==> src/rtl/uart_resp_serializer_if.sv <==
// Handshake bundle between a response producer, uart_resp_serializer and uart_tx.
// slave: serializer side (data_i/valid_i/done_i in; ready_o/data_o/start_o out).
// master: producer/transmitter side, the mirror image.
interface uart_resp_serializer_if #(
    parameter int DATA_WIDTH = 16
);
    logic [DATA_WIDTH-1:0] data_i;
    logic                  valid_i;
    logic                  ready_o;
    logic [7:0]            data_o;
    logic                  start_o;
    logic                  done_i;

    modport slave (
        input  data_i,
        input  valid_i,
        input  done_i,
        output ready_o,
        output data_o,
        output start_o
    );

    modport master (
        output data_i,
        output valid_i,
        output done_i,
        input  ready_o,
        input  data_o,
        input  start_o
    );
endinterface

==> src/rtl/uart_resp_serializer.sv <==
// Serializes a DATA_WIDTH-bit response word into an ASCII frame for uart_tx:
// PREAMBLE, DATA_WIDTH/4 hex digits (MSB nibble first), CR, LF.
// Ports: clk, rst (sync, active-high), bus (slave modport: data_i, valid_i,
// ready_o, data_o, start_o, done_i).
// Option: define UART_RESP_SERIALIZER_LOWERCASE_EN for lowercase hex letters.
module uart_resp_serializer #(
    parameter int         DATA_WIDTH = 16,
    parameter logic [7:0] PREAMBLE   = 8'h4D
) (
    input  logic                  clk,
    input  logic                  rst,
    uart_resp_serializer_if.slave bus
);
    localparam int NIB = DATA_WIDTH / 4;
    localparam int N   = NIB + 3;
    localparam int IW  = $clog2(N);

`ifdef UART_RESP_SERIALIZER_LOWERCASE_EN
    localparam logic [7:0] ALPHA_BASE = 8'h57;
`else
    localparam logic [7:0] ALPHA_BASE = 8'h37;
`endif

    typedef enum logic [1:0] {
        ST_IDLE,
        ST_ISSUE,
        ST_WAIT
    } state_t;

    state_t                state;
    logic [IW-1:0]         idx;
    logic [DATA_WIDTH-1:0] word;
    logic                  wait_first;
    logic [3:0]            nib;
    logic [7:0]            cur_byte;

    function automatic logic [7:0] hex_char(input logic [3:0] n);
        if (n < 4'd10)
            return 8'h30 + {4'h0, n};
        else
            return ALPHA_BASE + {4'h0, n};
    endfunction

    // Byte currently addressed by idx; hex digits walk from the MSB nibble.
    always_comb begin
        nib      = 4'h0;
        cur_byte = 8'h0A;
        unique case (1'b1)
            (idx == '0):
                cur_byte = PREAMBLE;
            (idx != '0 && int'(idx) <= NIB): begin
                nib      = 4'(word >> (4 * (NIB - int'(idx))));
                cur_byte = hex_char(nib);
            end
            (int'(idx) == N - 2):
                cur_byte = 8'h0D;
            default:
                cur_byte = 8'h0A;
        endcase
    end

    always_ff @(posedge clk) begin
        if (rst) begin
            state       <= ST_IDLE;
            idx         <= '0;
            word        <= '0;
            wait_first  <= 1'b0;
            bus.ready_o <= 1'b1;
            bus.start_o <= 1'b0;
            bus.data_o  <= 8'h00;
        end else begin
            bus.start_o <= 1'b0;
            unique case (state)
                ST_IDLE: begin
                    if (bus.valid_i && bus.ready_o) begin
                        word        <= bus.data_i;
                        idx         <= '0;
                        bus.ready_o <= 1'b0;
                        state       <= ST_ISSUE;
                    end
                end
                ST_ISSUE: begin
                    if (bus.done_i) begin
                        bus.data_o  <= cur_byte;
                        bus.start_o <= 1'b1;
                        wait_first  <= 1'b1;
                        state       <= ST_WAIT;
                    end
                end
                ST_WAIT: begin
                    // uart_tx lowers done one cycle after start, so the
                    // first WAIT cycle still sees the stale idle flag.
                    if (wait_first) begin
                        wait_first <= 1'b0;
                    end else if (bus.done_i) begin
                        if (idx == IW'(N - 1)) begin
                            bus.ready_o <= 1'b1;
                            state       <= ST_IDLE;
                        end else begin
                            idx   <= idx + 1'b1;
                            state <= ST_ISSUE;
                        end
                    end
                end
                default: begin
                    bus.ready_o <= 1'b1;
                    state       <= ST_IDLE;
                end
            endcase
        end
    end
endmodule

==> src/flat_wrapper.sv <==
// flat-port wrapper written by rule: the top's interface ports become plain ports
module uart_resp_serializer_flat 
#(
    parameter int         DATA_WIDTH = 16,
    parameter logic [7:0] PREAMBLE   = 8'h4D
)
  (clk, rst, bus_data_i, bus_valid_i, bus_done_i, bus_ready_o, bus_data_o, bus_start_o);
  uart_resp_serializer_if #(.DATA_WIDTH(DATA_WIDTH)) bus_i ();
  input  logic clk;
  input  logic rst;
  input wire logic [$bits(bus_i.data_i)-1:0] bus_data_i;
  input wire logic [$bits(bus_i.valid_i)-1:0] bus_valid_i;
  input wire logic [$bits(bus_i.done_i)-1:0] bus_done_i;
  output wire logic [$bits(bus_i.ready_o)-1:0] bus_ready_o;
  output wire logic [$bits(bus_i.data_o)-1:0] bus_data_o;
  output wire logic [$bits(bus_i.start_o)-1:0] bus_start_o;
  assign bus_i.data_i = bus_data_i;
  assign bus_i.valid_i = bus_valid_i;
  assign bus_i.done_i = bus_done_i;
  assign bus_ready_o = bus_i.ready_o;
  assign bus_data_o = bus_i.data_o;
  assign bus_start_o = bus_i.start_o;
  uart_resp_serializer #(.DATA_WIDTH(DATA_WIDTH), .PREAMBLE(PREAMBLE)) u_core (.clk(clk), .rst(rst), .bus(bus_i));
endmodule
==> config.mk <==
export PLATFORM = sky130hd
export DESIGN_NAME = uart_resp_serializer_flat
export DESIGN_NICKNAME = d
export VERILOG_FILES = /design/src/rtl/uart_resp_serializer_if.sv /design/src/rtl/uart_resp_serializer.sv /design/src/flat_wrapper.sv
export SDC_FILE = /design/constraint.sdc
export NUM_CORES = 1
export LEC_CHECK = 0
export ABC_AREA = 1
export BUFFER_PORTS_ARGS = -buffer_cell sky130_fd_sc_hd__buf_4
export CAP_MARGIN = 20
export CORE_MARGIN = 3
export CORE_UTILIZATION = 48
export CTS_CLUSTER_DIAMETER = 200
export DETAILED_ROUTE_END_ITERATION = 16
export PLACE_DENSITY = 0.84
export RECOVER_POWER = 50
export SETUP_SLACK_MARGIN = 0.02
export SLEW_MARGIN = 20
export SYNTH_ARGS = -nofsm -noshare
export SYNTH_HDL_FRONTEND = slang
export SYNTH_SLANG_ARGS = --single-unit
==> constraint.sdc <==
create_clock -name clk -period 1.7 [get_ports clk]
set_input_delay 0.17 -clock clk [delete_from_list [all_inputs] [get_ports clk]]
set_output_delay 0.17 -clock clk [all_outputs]
set_load 0.02 [all_outputs]
==> results.tsv, run 1 <==
metric	value	unit
PD cells	1130	nW/um2
clock latency on the worst-skew pair	0.34	ns
wire length on met1	1520	um
Post-CTS Hold Buffers	0	
flop-to-flop setup slack	0.08	ns
vias in the first global route	1244	
most instantiated library cell after synthesis	nand2_1	
WL/cell	12.1	um
Die Wd	61.6	um
global-route usage over all layers	18.8	%
reg2reg end	u_core.bus.data_o[0]	
Crit Path Max Fanout	4	
register area share after synthesis	41.8	%
Pleak	0.000840	uW
max layer used	met4	
Max Transition Viols Final	0	
Buf/Inv on CP	2	
total CTS buffers	5	
global route overflow	0	
antenna-violating nets left	0	
initial antenna violation count	0	
placed cell count	263	
via count	1431	
setup slack at placement	-0.00871	ns
Fin Setup TNS	0	ns
asr flop ratio synth	0	%
Post-synth EDFFs	0	
H-tree Lvls	2	
largest net degree at the start of global routing	27	
CTS tree	done	
cells after synthesis	204	
global-route wire length before repair	5290	um
Port Buffers	28	
status	completed	
met3 WL	157	um
Critical Path End Type	register	
Initial Util	52.0	%
core area	2850	um2
top cells by area, synth	dfxtp_1 42%, nand2_1 9.6%, o21ai_0 7.4%, a21oi_1 6.7%, inv_1 5.8%	
met2 WL post-DR	1530	um
clk root buf	clkbuf_4	
cell row count	19	
FF-to-FF Start	u_core.idx[0]	
hold path cells	3	
Final Skew	0.00889	ns
Avg Cell Area, Syn	7.27	um2
Worst-path clk slew	0.10	ns
maximum vdd drop	0.622	mV
Setup CP Type	register to register	
min-delay worst type	primary input to register	
Layout fillers	233	
RePlAce Congestion	0.845	
Mapped Area	1480	um2
final hold violations	0	
largest area contributor in the netlist	dfxtp_1	
Synth warnings	0	
full die area	3790	um2
vias per inst	5.22	
WP data arrival	1.85	ns
DR pass1 iterations	4	
fin nets	267	
Residual DRC	0	
I/O pin count	30	
post-synth top area share	41.8	%
DIE HEIGHT	61.6	um
final cell count without fillers	274	
fraction of layout cells with a size suffix above 1	27.2	%
count of distinct cell types in the synthesized netlist	25	
Top delay family on crit path	simple AND/OR/NAND/NOR gates	
Starting DRT DRC Count	72	
fin worst setup slack	0.0789	ns
crit-path cells	inv_2, ha_4, ha_4, nand3_4, inv_4, nand2_2, nand2_4, nand2_4, nand2_2, nand3_1, nand2_1, a21oi_2	
clock sinks	31	
final WL	3300	um
#FFs+latches synth	31	
area grow syn2layout	26.1	%
RSZ-0062 raised after global routing	true	
syn nets	229	
Worst EP required	1.93	ns
crit share post-route	95.4	%
Worst setup SP type	register	
cells on worst reg2reg path	12	
min-delay src	bus_data_i[11]	
design area	1870	um2
Max-Cap Viols	0	
worst setup path start	u_core.idx[0]	
Worst path max stage delay	0.35	ns
Placement Cell Area	1750	um2
Main synth FF type	dfxtp_1	
maximum buffer depth of the clock tree	2	
# setup viols final	0	
max frequency	617	MHz
CP max-delay cell	dfxtp_2	
Final min period	1.62	ns
Hold EP	u_core.word[11]	
Post-synth top cells	38 x nand2_1, 31 x dfxtp_1, 23 x inv_1, 22 x o21ai_0, 20 x a21oi_1	
hpwl dp	2230	um
Ant. Diodes	0	
Power Total	2110	uW
-- routing by layer --
layer	GRT usage, %	up-vias
met5	0	-
met4	10.0	0
met3	3.77	12
met2	27.4	42
met1	26.0	636
li1	-	741
-- worst min-delay path, cell delays in order --
cell and delay, ns:
buf_4 0.07, o21ai_0 0.07, nor2_1 0.07
-- metrics by stage --
step	util [%]	hold slack, ns
2_1_floorplan	-	0.241
3_3_place_gp	61.4	0.421
3_5_place_dp	61.4	0.427
4_1_cts	64.8	0.0824
5_1_grt	65.6	0.0789
6_report	65.6	0.0802
-- final cells by class --
class,count,area (um2),share of cell area (%)
repair buffers,37,241,12.9
clock buffers,8,68.8,3.68
inverters,27,104,5.55
flip-flops and latches,31,623,33.3
multi-input cells,140,795,42.5
well taps,31,38.8,2.07
-- state kept, by name (all words and copies together) (netlist names) --
register            count
u_core.wait_first       1
u_core.state            2
u_core.word            16
u_core.idx              3
u_core.bus.start_o      1
u_core.bus.data_o       7
u_core.bus.ready_o      1
-- cell families after synthesis --
kind of cell / synth area share (%)
DFF: 41.8
and+or+nand+nor: 24.1
adders and majority gates: 4.22
AOI/OAI and AO/OA: 20.5
other: 0.253
buffers and inverters: 9.11
-- cells in the final DEF (no fill, tap or decap), types with 2 or more instances in the layout --
cell | Yosys | routed
nand2_1 | 38 | 35
dfxtp_1 | 31 | 29
buf_4 | 1 | 27
o21ai_0 | 22 | 22
inv_1 | 23 | 21
a21oi_1 | 20 | 20
nor2_1 | 19 | 18
clkbuf_1 | 3 | 10
nand2_2 | 7 | 8
nand3_1 | 9 | 8
inv_2 | 4 | 5
clkbuf_4 | 0 | 5
nand3_2 | 3 | 3
a211oi_1 | 3 | 3
ha_1 | 5 | 3
nand2_4 | 0 | 2
nor2_2 | 2 | 2
a31oi_1 | 2 | 2
o211ai_1 | 2 | 2
nand4_1 | 2 | 2
o21ai_2 | 1 | 2
ha_4 | 0 | 2
clkbuf_8 | 0 | 2
dfxtp_2 | 0 | 2
-- how the worst max path moves through the flow --
stage / cells past startpoint / endpoint
2_1_floorplan: 12 / u_core.bus.data_o[0]
3_3_place_gp: 12 / u_core.bus.data_o[0]
3_5_place_dp: 11 / u_core.bus.data_o[0]
4_1_cts: 12 / u_core.bus.data_o[0]
5_1_grt: 12 / u_core.bus.data_o[2]
6_report: 12 / u_core.bus.data_o[0]
-- power breakdown --
| group | internal (uW) | switching, uW |
|---|---|---|
| Sequential | 825 | 45.5 |
| Clock | 243 | 245 |
| Combinational | 298 | 458 |
| Total | 1370 | 749 |
-- timing repair --
action,4_1_cts,5_1_grt
buffers inserted,1,2
pin swaps,0,3
gates resized for setup,3,12
endpoints found under the setup margin,1,8
Note: power is estimated with default switching activity, not from simulation.
==> run 2, diff against run 1 <==
==> constraint.sdc (replaced) <==
create_clock -name clk -period 1.7 [get_ports clk]
set_input_delay 0.085 -clock clk [delete_from_list [all_inputs] [get_ports clk]]
set_output_delay 0.085 -clock clk [all_outputs]
set_load 0.02 [all_outputs]
==> run 2 against run 1 <==
Compared with the run above:
- clock skew increased by 0.00053 ns
- clock power about the same
- total power increased by 0.43%
- non-clock buffer count up 3
- first-iteration DRC count fell by 9.7%
- die area stayed put
- worst hold slack got worse by 0.079 ns
- clock-buffer cell count is the same
- combinational power up 0.9%
- via count is 1.6% higher
- core utilization is 1.1 points higher
==> results.tsv, run 2 (synthesized netlist as in run 1, its figures left out) <==
metric	value	unit
DR pass1 iterations	5	
fin nets	270	
Fin Setup TNS	0	ns
WP data arrival	1.85	ns
largest net degree at the start of global routing	27	
max reg flops	16	
FF-to-FF Start	u_core.idx[0]	
area grow syn2layout	28.1	%
Max Transition Viols Final	0	
# setup viols final	0	
I/O pin count	30	
H-tree Lvls	2	
Setup CP Type	register to register	
full die area	3790	um2
Starting DRT DRC Count	65	
Worst setup SP type	register	
largest register by flop count	u_core.word	
min-delay worst type	primary input to register	
Final min period	1.61	ns
status	completed	
clock sinks	31	
cell row count	19	
PD cells	1120	nW/um2
design area	1900	um2
crit share post-route	94.9	%
global route overflow	0	
DIE HEIGHT	61.6	um
Worst Setup EP	u_core.bus.data_o[0]	
Max-Cap Viols	0	
top flop regs	u_core.word: 16 flops, u_core.bus.data_o: 7 flops, u_core.idx: 3 flops	
Residual DRC	0	
hpwl dp	2230	um
WL/cell	12.1	um
RSZ-0062 raised after global routing	true	
clk root buf	clkbuf_4	
Die Wd	61.6	um
final core utilization	66.6	%
core area	2850	um2
maximum vdd drop	0.625	mV
flop-to-flop setup slack	0.09	ns
Initial Util	52.0	%
reg2reg end	u_core.bus.data_o[0]	
final cell count without fillers	277	
Worst-path clk slew	0.10	ns
Placement Cell Area	1750	um2
clock latency on the worst-skew pair	0.34	ns
RePlAce Congestion	0.845	
commonest non-fill, non-tap cell in the layout	nand2_1	
Worst EP required	1.93	ns
CP max-delay cell	dfxtp_2	
Pleak	0.000853	uW
global-route usage over all layers	18.9	%
Ant. Diodes	0	
antenna-violating nets left	0	
crit-path cells	inv_2, ha_4, ha_4, nand3_4, inv_4, nand2_2, nand2_4, nand2_4, nand2_2, nand3_1, nand2_1, a21oi_2	
placed cell count	263	
initial antenna violation count	0	
worst setup path start	u_core.idx[0]	
final WL	3350	um
CTS tree	done	
Worst path max stage delay	0.35	ns
total CTS buffers	5	
maximum buffer depth of the clock tree	2	
commonest non-fill, non-tap cells in the layout	35 x nand2_1, 29 x dfxtp_1, 27 x buf_4	
Crit Path Max Fanout	4	
global-route wire length before repair	5310	um
via count	1454	
max frequency	620	MHz
Critical Path End Type	register	
Final Skew	0.00942	ns
Port Buffers	28	
fraction of layout cells with a size suffix above 1	26.8	%
final hold violations	0	
vias per inst	5.25	
vias in the first global route	1248	
cells on worst reg2reg path	12	
run 2: final cells by class:
type,instances,area [um2]
clock buffer,8,68.8
fill,232,952
inverter,27,104
multi-input combinational,140,795
sequential,31,623
tap,31,38.8
timing repair buffer,40,272
run 2: through the flow:
stage / hold WS [ns] / setup slack [ns] / total power, uW
2_1_floorplan: 0.156 / 0.0347 / 1360
3_3_place_gp: 0.336 / 0.0828 / 1530
3_5_place_dp: 0.342 / -0.00871 / 1540
4_1_cts: 0.00223 / 0.0236 / 2050
5_1_grt: 0.00643 / 0.00386 / 2260
6_report: 0.000703 / 0.0862 / 2120
run 2: metal layers:
layer	wire length, um	GRT usage (%)
met2	1550	27.7
met5	0	0
met4	74	10.0
met1	1560	26.0
met3	160	3.77
run 2: where the power goes:
part | total [uW] | switching [uW] | internal [uW]
clock | 490 | 247 | 243
sequential | 870 | 45.7 | 825
combinational | 763 | 460 | 303
total | 2120 | 753 | 1370
run 2: critical path: cells and delay by family (launching register included):
family | cells | cell delay [ns]
flops | 1 | 0.35
compound gates | 1 | 0.05
fa+ha+maj | 2 | 0.43
simple gates | 7 | 0.54
buf+inv | 2 | 0.14
run 2: worst min path at each step:
stage	from	endpoint	slack [ns]	cells after the start
after global placement	bus_data_i[3]	u_core.word[3]	0.34	3
after global routing	rst	u_core.state[0]	0.006	2
final	bus_data_i[15]	u_core.word[15]	0.0007	3
after floorplan	rst	u_core.idx[0]	0.16	1
after detailed placement	bus_data_i[3]	u_core.word[3]	0.34	3
after CTS	bus_data_i[0]	u_core.word[0]	0.002	3
run 2: repair_timing:
action                                 CTS  global route
setup endpoints to repair                1             8
hold buffers                             2             1
buffers inserted                         1             2
gates resized for setup                  3            12
endpoints found under the hold margin    2             1
pin swaps                                0             3
==> run 3, diff against run 2 <==
--- a/config.mk
+++ b/config.mk
@@ -6,7 +6,7 @@
 export NUM_CORES = 1
 export LEC_CHECK = 0
 export ABC_AREA = 1
-export BUFFER_PORTS_ARGS = -buffer_cell sky130_fd_sc_hd__buf_4
+export BUFFER_PORTS_ARGS = -buffer_cell sky130_fd_sc_hd__buf_2
 export CAP_MARGIN = 20
 export CORE_MARGIN = 3
 export CORE_UTILIZATION = 48
==> run 3 against run 2 <==
Compared with the run above:
- non-clock buffer count is 1 lower
- register-to-register slack better by 0.02 ns
- cell count is 1.1% lower
- sequential share of layout area is 1.4 points higher
- critical path depth stayed put
- clock power is 23% lower
- combinational power is 0.8% higher
- cell area is 4.0% lower
- fmax is 0.99% higher
- clock skew is 0.0031 ns lower
- sequential power hardly changed
- critical path type unchanged
- critical endpoint unchanged
- largest cell class unchanged
==> results.tsv, run 3 (synthesized netlist as in run 1, its figures left out) <==
metric	value	unit
status	completed	
Port Buffers	28	
CTS tree	done	
Placement Cell Area	1680	um2
largest net degree at the start of global routing	27	
global route overflow	0	
Final min period	1.60	ns
PD cells	1100	nW/um2
via count	1439	
vias in the first global route	1214	
maximum vdd drop	0.581	mV
DR pass1 iterations	4	
storage element area	623	um2
fin worst setup slack	0.102	ns
Layout fillers	246	
cell row count	19	
global-route wire length before repair	5290	um
Final Hold Slack	0.0104	ns
Starting DRT DRC Count	80	
Residual DRC	0	
clock sinks	31	
# setup viols final	0	
commonest non-fill, non-tap cells in the layout	34 x nand2_1, 29 x dfxtp_1, 21 x inv_1, 21 x o21ai_0	
vias per inst	5.25	
antenna-violating nets left	0	
Max Transition Viols Final	0	
Worst path max stage delay	0.34	ns
Worst-path clk slew	0.09	ns
WP data arrival	1.81	ns
full die area	3790	um2
max reg flops	16	
H-tree Lvls	2	
crit share post-route	94.0	%
Critical Path End Type	register	
Top delay family on crit path	simple AND/OR/NAND/NOR gates	
setup slack at placement	0.0111	ns
commonest non-fill, non-tap cell in the layout	nand2_1	
area grow syn2layout	22.9	%
maximum buffer depth of the clock tree	2	
largest register by flop count	u_core.word	
Max-Cap Viols	0	
CP max-delay cell	dfxtp_2	
Power Total	2010	uW
DIE HEIGHT	61.6	um
max frequency	626	MHz
Pleak	0.000826	uW
core area	2850	um2
min-delay worst type	primary input to register	
design area	1820	um2
total CTS buffers	5	
I/O pin count	30	
placed cell count	263	
initial antenna violation count	0	
global-route usage over all layers	18.8	%
Final Skew	0.00629	ns
Ant. Diodes	0	
Worst EP required	1.92	ns
Crit Path Max Fanout	4	
fin nets	269	
final cell count without fillers	274	
Die Wd	61.6	um
hpwl dp	2200	um
final hold violations	0	
clk root buf	clkbuf_4	
Worst setup SP type	register	
Buf/Inv on CP	2	
crit-path cells	inv_2, ha_4, ha_4, nand3_4, inv_4, nand2_4, nand2_4, nand2_2, nand2_1, nand3_1, nand2_1, a21oi_2	
clock latency on the worst-skew pair	0.33	ns
Setup CP Type	register to register	
Initial Util	52.0	%
fraction of layout cells with a size suffix above 1	26.3	%
RePlAce Congestion	0.831	
multi-input logic area	801	um2
final WL	3430	um
WL/cell	12.5	um
top flop regs	u_core.word: 16 flops, u_core.bus.data_o: 7 flops, u_core.idx: 3 flops	
## run 3: worst register-to-register path: stages (launching register included)
cell,delay (ns)
dfxtp_2,0.34
inv_2,0.05
ha_4,0.16
ha_4,0.27
nand3_4,0.09
inv_4,0.11
nand2_4,0.07
nand2_4,0.07
nand2_2,0.06
nand2_1,0.07
nand3_1,0.06
nand2_1,0.09
a21oi_2,0.05
## run 3: layout make-up
type                            count  area share (%)
Multi-Input combinational cell    140            43.9
Clock buffer                        6            2.26
Inverter                           27            5.69
Tap cell                           31            2.13
Sequential cell                    31            34.2
Timing Repair Buffer               39            11.9
## run 3: through the flow
stage	setup TNS (ns)	utilization, %
final	0	63.9
after global routing	-0.0190	63.9
after CTS	0	61.9
after detailed placement	0	58.9
after global placement	0	58.9
after floorplan	0	-
## run 3: repair_timing
action | in CTS | in global routing
hold buffers | 2 | 0
hold endpoints to repair | 2 | 0
pin swaps | 0 | 5
buffers inserted | 1 | 2
resized for setup | 3 | 15
setup endpoints to repair | 2 | 7
## run 3: power breakdown
group | switching (uW) | internal, uW | leakage (uW)
logic | 477 | 293 | 0.000546
registers | 44.5 | 825 | 0.000255
clock network | 228 | 147 | 0.0000242
## run 3: path summary, 6_finish.rpt
kind,slack [ns],cells after the start,startpoint,endpoint
worst min-delay path,0.01,3,bus_data_i[11],u_core.word[11]
worst min register to register,0.47,2,u_core.word[6],u_core.word[6]
worst max register to register,0.10,12,u_core.idx[1],u_core.bus.data_o[0]
worst max-delay path,0.10,12,u_core.idx[1],u_core.bus.data_o[0]
## run 3: layer usage
metal	routed length, um	global-route usage [%]	up-vias	share of wire (%)
met5	0	0	-	0
met4	71	6.36	0	2.1
met3	160	5.66	8	4.7
met2	1740	30.3	33	51
met1	1460	24.0	653	42
li1	-	-	745	-
